==> src/rtl/lamp_switch_sequencer.sv <==
// Self-test sequencer: steps {S3,S2,S1} through 000..111, holds each HOLD_CYCLES clocks and checks F == ^vector.
// busy rises one edge after start; a single pass occupies 8*HOLD_CYCLES cycles and is followed by a one-cycle done pulse.
module lamp_switch_sequencer #(
    parameter int unsigned HOLD_CYCLES = 50,
    parameter int unsigned ERR_W       = 4
) (
    input  logic             clk,
    input  logic             rst_n,
    input  logic             start,
    input  logic             abort,
    input  logic             loop_en,
    input  logic             F,
    output logic             S3,
    output logic             S2,
    output logic             S1,
    output logic             busy,
    output logic             done,
    output logic [ERR_W-1:0] err_cnt,
    output logic [2:0]       first_fail
);

    typedef enum logic [1:0] {IDLE, RUN, DONE} state_t;

    localparam logic [15:0]      LAST    = 16'(HOLD_CYCLES - 1);
    localparam logic [ERR_W-1:0] ERR_MAX = {ERR_W{1'b1}};

    state_t           state_q;
    logic [15:0]      cnt_q;
    logic [2:0]       vec_q;
    logic [2:0]       sw_q;
    logic             loop_q;
    logic             busy_q;
    logic             done_q;
    logic [ERR_W-1:0] err_q;
    logic [2:0]       ff_q;

    logic settled_d;
    logic mismatch_d;

    // F is only trusted on the last cycle of a hold, after the lamp path has settled.
    assign settled_d  = (cnt_q == LAST);
    assign mismatch_d = F ^ (^vec_q);

    always_ff @(posedge clk or negedge rst_n) begin
        if (!rst_n) begin
            state_q <= IDLE;
            cnt_q   <= '0;
            vec_q   <= '0;
            sw_q    <= '0;
            loop_q  <= 1'b0;
            busy_q  <= 1'b0;
            done_q  <= 1'b0;
            err_q   <= '0;
            ff_q    <= '0;
        end else begin
            done_q <= 1'b0;
            case (state_q)
                IDLE: begin
                    sw_q   <= '0;
                    busy_q <= 1'b0;
                    if (start && !abort) begin
                        state_q <= RUN;
                        busy_q  <= 1'b1;
                        err_q   <= '0;
                        ff_q    <= '0;
                        vec_q   <= '0;
                        cnt_q   <= '0;
                        loop_q  <= loop_en;
                    end
                end
                RUN: begin
                    if (abort) begin
                        state_q <= IDLE;
                        busy_q  <= 1'b0;
                        sw_q    <= '0;
                    end else if (settled_d) begin
                        if (mismatch_d) begin
                            if (err_q != ERR_MAX) err_q <= err_q + 1'b1;
                            if (err_q == '0)      ff_q  <= vec_q;
                        end
                        cnt_q <= '0;
                        vec_q <= vec_q + 3'd1;
                        if (vec_q == 3'd7 && !loop_q) begin
                            state_q <= DONE;
                            done_q  <= 1'b1;
                            busy_q  <= 1'b0;
                            sw_q    <= '0;
                        end else begin
                            sw_q <= vec_q + 3'd1;
                        end
                    end else begin
                        cnt_q <= cnt_q + 16'd1;
                    end
                end
                DONE: begin
                    state_q <= IDLE;
                    sw_q    <= '0;
                    busy_q  <= 1'b0;
                end
                default: begin
                    state_q <= IDLE;
                    sw_q    <= '0;
                    busy_q  <= 1'b0;
                end
            endcase
        end
    end

    assign S3         = sw_q[2];
    assign S2         = sw_q[1];
    assign S1         = sw_q[0];
    assign busy       = busy_q;
    assign done       = done_q;
    assign err_cnt    = err_q;
    assign first_fail = ff_q;

endmodule

==> config.mk <==
export PLATFORM = sky130hd
export DESIGN_NAME = lamp_switch_sequencer
export DESIGN_NICKNAME = d
export VERILOG_FILES = /design/src/rtl/lamp_switch_sequencer.sv
export SDC_FILE = /design/constraint.sdc
export NUM_CORES = 1
export LEC_CHECK = 0
export CORE_UTILIZATION = 51
export CTS_BUF_LIST = sky130_fd_sc_hd__clkbuf_4
export DETAILED_ROUTE_END_ITERATION = 10
export PLACE_DENSITY = 0.72
export SETUP_SLACK_MARGIN = 0.02
export SYNTH_ARGS = -nofsm -noshare
export SYNTH_HDL_FRONTEND = slang
export SYNTH_SLANG_ARGS = --single-unit
==> constraint.sdc <==
create_clock -name clk -period 5.5 [get_ports clk]
set_input_delay 1.1 -clock clk [delete_from_list [all_inputs] [get_ports clk]]
set_output_delay 1.1 -clock clk [all_outputs]
set_load 0.03 [all_outputs]
; ---- Word-level counts from Yosys, hierarchy flattened
; Index checks and enable logic that the tools add are counted.
[totals]
out_inout_bits = 12
mem_count = 0
ff_bits = 34
ramBits = 0
mem_bits_ro = 0
latch_bits = 0
word_cells = 77
[op_classes]
n_mux = 37
n_bitwise = 1
n_mul = 0
n_eq_ne = 12
shifts = 0
addsub = 3
n_reduce_logical = 15
n_div = 0
magnitude_cmp = 0
[op_table]
columns = cell, count
row1 = two-way mux 16 bit, 3
row2 = two-way mux 3 bit, 11
row3 = case mux 16 bit (2 select lines), 1
row4 = two-way mux 4 bit, 5
row5 = adder 16 x 1 -> 16 bit (second input constant), 1
row6 = == test 16 x 6 -> 1 bit (second input constant), 1
row7 = != test 2 bit (second input constant), 6
row8 = case mux 3 bit (2 select lines), 2
row9 = AND reduction 6 bit, 2
row10 = two-way mux 1 bit, 8
row11 = two-way mux 2 bit, 4
row12 = case mux 4 bit (2 select lines), 1
row13 = != test 3 bit (second input constant), 2
row14 = AND reduction 3 bit, 2
row15 = adder 4 x 1 -> 4 bit (second input constant), 1
row16 = logical NOT 4 bit, 1
row17 = != test 4 bit (second input constant), 1
row18 = case mux 2 bit (2 select lines), 1
row19 = AND reduction 2 bit, 2
row20 = AND reduction 4 bit, 1
row21 = adder 3 x 1 -> 3 bit (second input constant), 1
row22 = == test 3 bit (second input constant), 1
row23 = parity 3 bit, 1
row24 = == test 2 x 1 -> 1 bit (second input constant), 1
row25 = other kinds (6), 8

; ---- Depth between registers and ports, before layout
[logic_depth]
ltp_word = 6
mapped_depth = 8
depth_no_buf = 6

; ---- Worst setup path after synthesis
; No wires, ideal clock.
[synth_timing]
path_type = in2reg
startpoint = input abort
endpoint = register cnt_q[10]
stages = 4
slack_ns = 3.146
arrival_time_ns = 2.277
setup_ns = 0.077
n_path_buf = 0
path_cell_list = nor2_1 > nand3_1 > or4_1 > a21oi_1
[synth_via]
elab_chain_len = 4
elab_cells_between_ends = 5
[synth_rtl]
columns = element, line_no
row1 = from (decl), 10  ; input logic abort,
row2 = logical NOT 1 bit, 61  ; if (start && !abort) begin
row3 = logical AND 1 bit, 61
row4 = != test 2 bit (no line), n/a
row5 = AND reduction 3 bit (no line) *, n/a
row6 = to (signal assigned), 92  ; cnt_q <= cnt_q + 16'd1;
row7 = to (decl), 28  ; logic [15:0] cnt_q;
; Every way passes the cells marked *; elsewhere a longest branch is shown, timed or not.
; A chain may end at the register's enable or synchronous reset.

; ---- Worst setup path after layout
[layout_timing]
startpoint = register cnt_q[11]
endpoint = register vec_q[1]
[layout_via]
elab_chain_len = 3
[layout_rtl]
columns = element, line_no
row1 = == test 16 x 6 -> 1 bit, 41  ; assign settled_d = (cnt_q == LAST);
row2 = != test 2 bit (no line), n/a
row3 = AND reduction 4 bit (no line), n/a
row4 = to (signal assigned), 82  ; vec_q <= vec_q + 3'd1;
row5 = to (decl), 29  ; logic [2:0] vec_q;
; No other way between the ends.

==> results summary <==
The number of standard cells in the layout, taps in and fillers out is 254. STA classifies the critical path endpoint as a flop. The number of global-route vias before repair came out at 1,564. Walking the worst path, the cells encountered are nor4_2 > nand4_1 > a21oi_1 > o21ai_0. The maximum number of pins on one net before global-route repair is 35. The number of vias per cell is 6.40.

The actual transition at the worst max-transition pin came out at 0.952 ns. The CTS tree is built. The wire length of the first global-routing pass came out at 7.56 mm.

The final global-route overflow total came out at 0. The number of detailed-route iterations in the first pass is 4. The overall routed net length came out at 4.31 mm. The cell with the largest stage delay on the worst path is a21oi_1. The detailed router placed 1,625 vias in this run. The register area share after synthesis is 44.9%. The required time reported for the critical path endpoint is 5.70 ns. The final critical-path setup slack is 2.53 ns. Dividing the final minimum period by the clock period gives 53.9%. The maximum root-to-sink buffer count came out at 2. The detailed placement HPWL is 3.09 mm. The number of antenna cells inserted is 0. The number of inserted filler cells in the final layout is 292. The post-synthesis area per instance is 10.1 µm². The cts-stage hold buffer count is 0.

The count of instances resized after the clock tree is built came out at 0. The Yosys warning count came out at 0. The detailed-route DRC error count is 0. The total power draw is 0.541 mW. For this run, the leading register cell type out of synthesis is dfrtp_1. The worst-case vdd ir drop is 166 µV. The worst setup path is launched from a flop. The number of post-CTS setup repair buffers came out at 0. Prior to clock tree synthesis, the placed netlist has a worst setup slack of 2.30 ns. The class of the worst hold path is flop to flop. After clock tree synthesis, the clock-pin slew on the worst setup and hold paths is 0.10 ns. Setup repair after global routing left no endpoint under its margin. The number of ports placed on the die boundary is 18. In the final layout, flip-flops and latches occupy 851 µm². The total CTS buffers came out at 5. The clock root buffer is clkbuf_4.

The placeable core area came out at 0.00344 mm². The delay of the slowest cell on the worst path came out at 0.99 ns. The clock latency of the later-clocked register in the worst-skew pair is 0.35 ns. The highest fanout seen on the critical path is 23. The max-slew violation count is 0. The total die area is 0.00396 mm². In this run the tightest slew margin relative to its limit is 36.3%. The cell area after synthesis is 0.00190 mm². The flow ran to the end, and the final reports show no timing, DRC or antenna violations. The setup total negative slack came out at 0 ns. The async set or reset register ratio after synthesis came out at 100%. The net count of the finished layout came out at 219. Measured on the finished design, the core utilization comes to 62.5%. The areal power density over the cells is 252 mW/mm². The portion of synthesized cell area occupied by the leading cell type is 44.9%. Once the floorplan was initialized, standard cells occupied 55.1% of the core. Yosys attributes the largest share of cell area to dfrtp_1 (45%), ha_1 (4.0%), or4_1 (2.8%).

The number of standard cells after synthesis came out at 188. In the layout the commonest cells are dfrtp_1 (34), clkdlybuf4s50_1 (17), inv_1 (13), nand2_1 (13), a21oi_1 (10). The number of failing setup endpoints in the final timing report came out at 0. The number of antenna violations at the first check in global routing was 0. The average wire length per cell after detail routing is 16.9 µm. The time the final worst path needs with I/O delays and setup came out at 2.97 ns. Measured along the x axis, the die boundary spans 63.0 µm.

By startpoint and endpoint, the worst setup path is classified as flop to flop. The number of port buffers came out at 17. The synthesized flop and latch total is 34. The final weighted congestion in routability-driven placement came out at 0.911. Static timing analysis puts the maximum clock frequency at 337 MHz. The number of synthesized flops with an enable pin is 0. The clock arrives with 0.00600 ns of skew. The deepest level of the CTS H-tree is 2. Global routing consumed, over all layers together, 24.5% of the routing resources. The number of library cell types mapped by synthesis is 54. The hold violation total from the final report came to 0.

Compared with the post-synthesis result, the final layout area differs by 13.5%. The first routing iteration left 133 violations. The max-capacitance violation count came out at 0. Of the cells placed in the final design, the portion with a size suffix greater than 1 is 9.13%. The number of placed cells counting well taps is 246. The row count is 21. The die span in y came out at 63.0 µm.

The remaining antenna violation count after routing is 0. The area of the multi-input gates is 952 µm². In this run the static leakage power is 0.918 nW. The net count after synthesis is 200. The arrival time at the worst endpoint came out at 3.17 ns. The largest total area in the synthesized netlist belongs to dfrtp_1. Counting every sink on the clock net gives 34. The library cell used most frequently in the layout, excluding fill and tap cells, is dfrtp_1.
==> report_power, final <==
| part | switching, mW | internal (mW) |
|---|---|---|
| Combinational | 0.0656 | 0.0454 |
| Sequential | 0.0240 | 0.269 |
| Clock | 0.0850 | 0.0529 |
==> cell type report <==
class                      instances  area share, %
clock buffer                       6           2.09
inverter                          14           2.44
sequential                        34           39.5
clock inverter                     2          0.407
multi-input combinational        133           44.2
timing repair buffer              19           8.60
tap                               46           2.67
==> Yosys cell counts (2+ instances only) <==
master,instances
a211oi_1,2
a21oi_1,10
a22o_1,3
a31oi_1,5
a41o_1,3
and2_1,2
and3_1,5
and4_1,3
buf_2,2
clkbuf_1,3
dfrtp_1,34
ha_1,6
inv_1,13
nand2_1,13
nand2b_1,2
nand3_1,5
nand3b_1,2
nand4_1,7
nor2_1,5
nor3_1,4
nor3b_1,2
nor4_1,4
nor4b_1,2
o21ai_0,5
o21ai_1,2
o21bai_1,2
o311ai_0,3
o31ai_1,5
or3_1,3
or4_1,7
==> cells by family after synthesis <==
| group | Yosys count | synth area share (%) |
|---|---|---|
| adder cells (fa/ha/maj) | 6 | 3.96 |
| AO/OA/AOI/OAI | 48 | 17.7 |
| XOR/XNOR | 2 | 1.65 |
| flip-flops | 34 | 44.9 |
| buffers and inverters | 21 | 4.88 |
| AND/OR/NAND/NOR | 75 | 25.8 |
| multiplexers | 2 | 1.12 |
==> registers in the layout, summed over array words and instances (netlist names), 2 cells and up <==
| register | flops |
|---|---|
| first_fail | 3 |
| sw_q | 3 |
| cnt_q | 16 |
| state_q | 2 |
| vec_q | 3 |
| err_cnt | 4 |
==> final timing paths <==
check / from / endpoint / slack (ns) / cells after the start
worst max-delay path: cnt_q[11] / vec_q[1] / 2.53 / 4
worst min-delay path: loop_q / loop_q / 0.49 / 2
worst max register to register: cnt_q[11] / vec_q[1] / 2.53 / 4
worst min register to register: loop_q / loop_q / 0.49 / 2
max in group asynchronous: rst_n / sw_q[0] / 4.04 / 2
min in group asynchronous: rst_n / cnt_q[14] / 1.15 / 2
==> worst max-delay path: cells and delay by family (launching register included) <==
family	cells	cell delay, ns
AND/OR/NAND/NOR	2	1.24
AO/OA/AOI/OAI	2	1.14
flip-flops	1	0.44
==> stage by stage <==
step / cell area [µm²] / hold slack, ns
5_1_grt: 2150 / 0.529
4_1_cts: 2150 / 0.500
2_1_floorplan: 1900 / 0.437
3_5_place_dp: 2100 / 0.466
6_report: 2150 / 0.493
3_3_place_gp: 2100 / 0.459
==> layer usage <==
metal  part of all wire, %  global-route usage [%]  routed length, µm  up-vias
met5                     0                       0                  0        -
met4                   1.1                    6.69                 49        0
met3                   3.7                    5.84                160        8
met2                    48                    37.2               2070       39
met1                    47                    34.7               2030      808
li1                      -                       -                  -      770
Power figures use the tool's default switching activity.
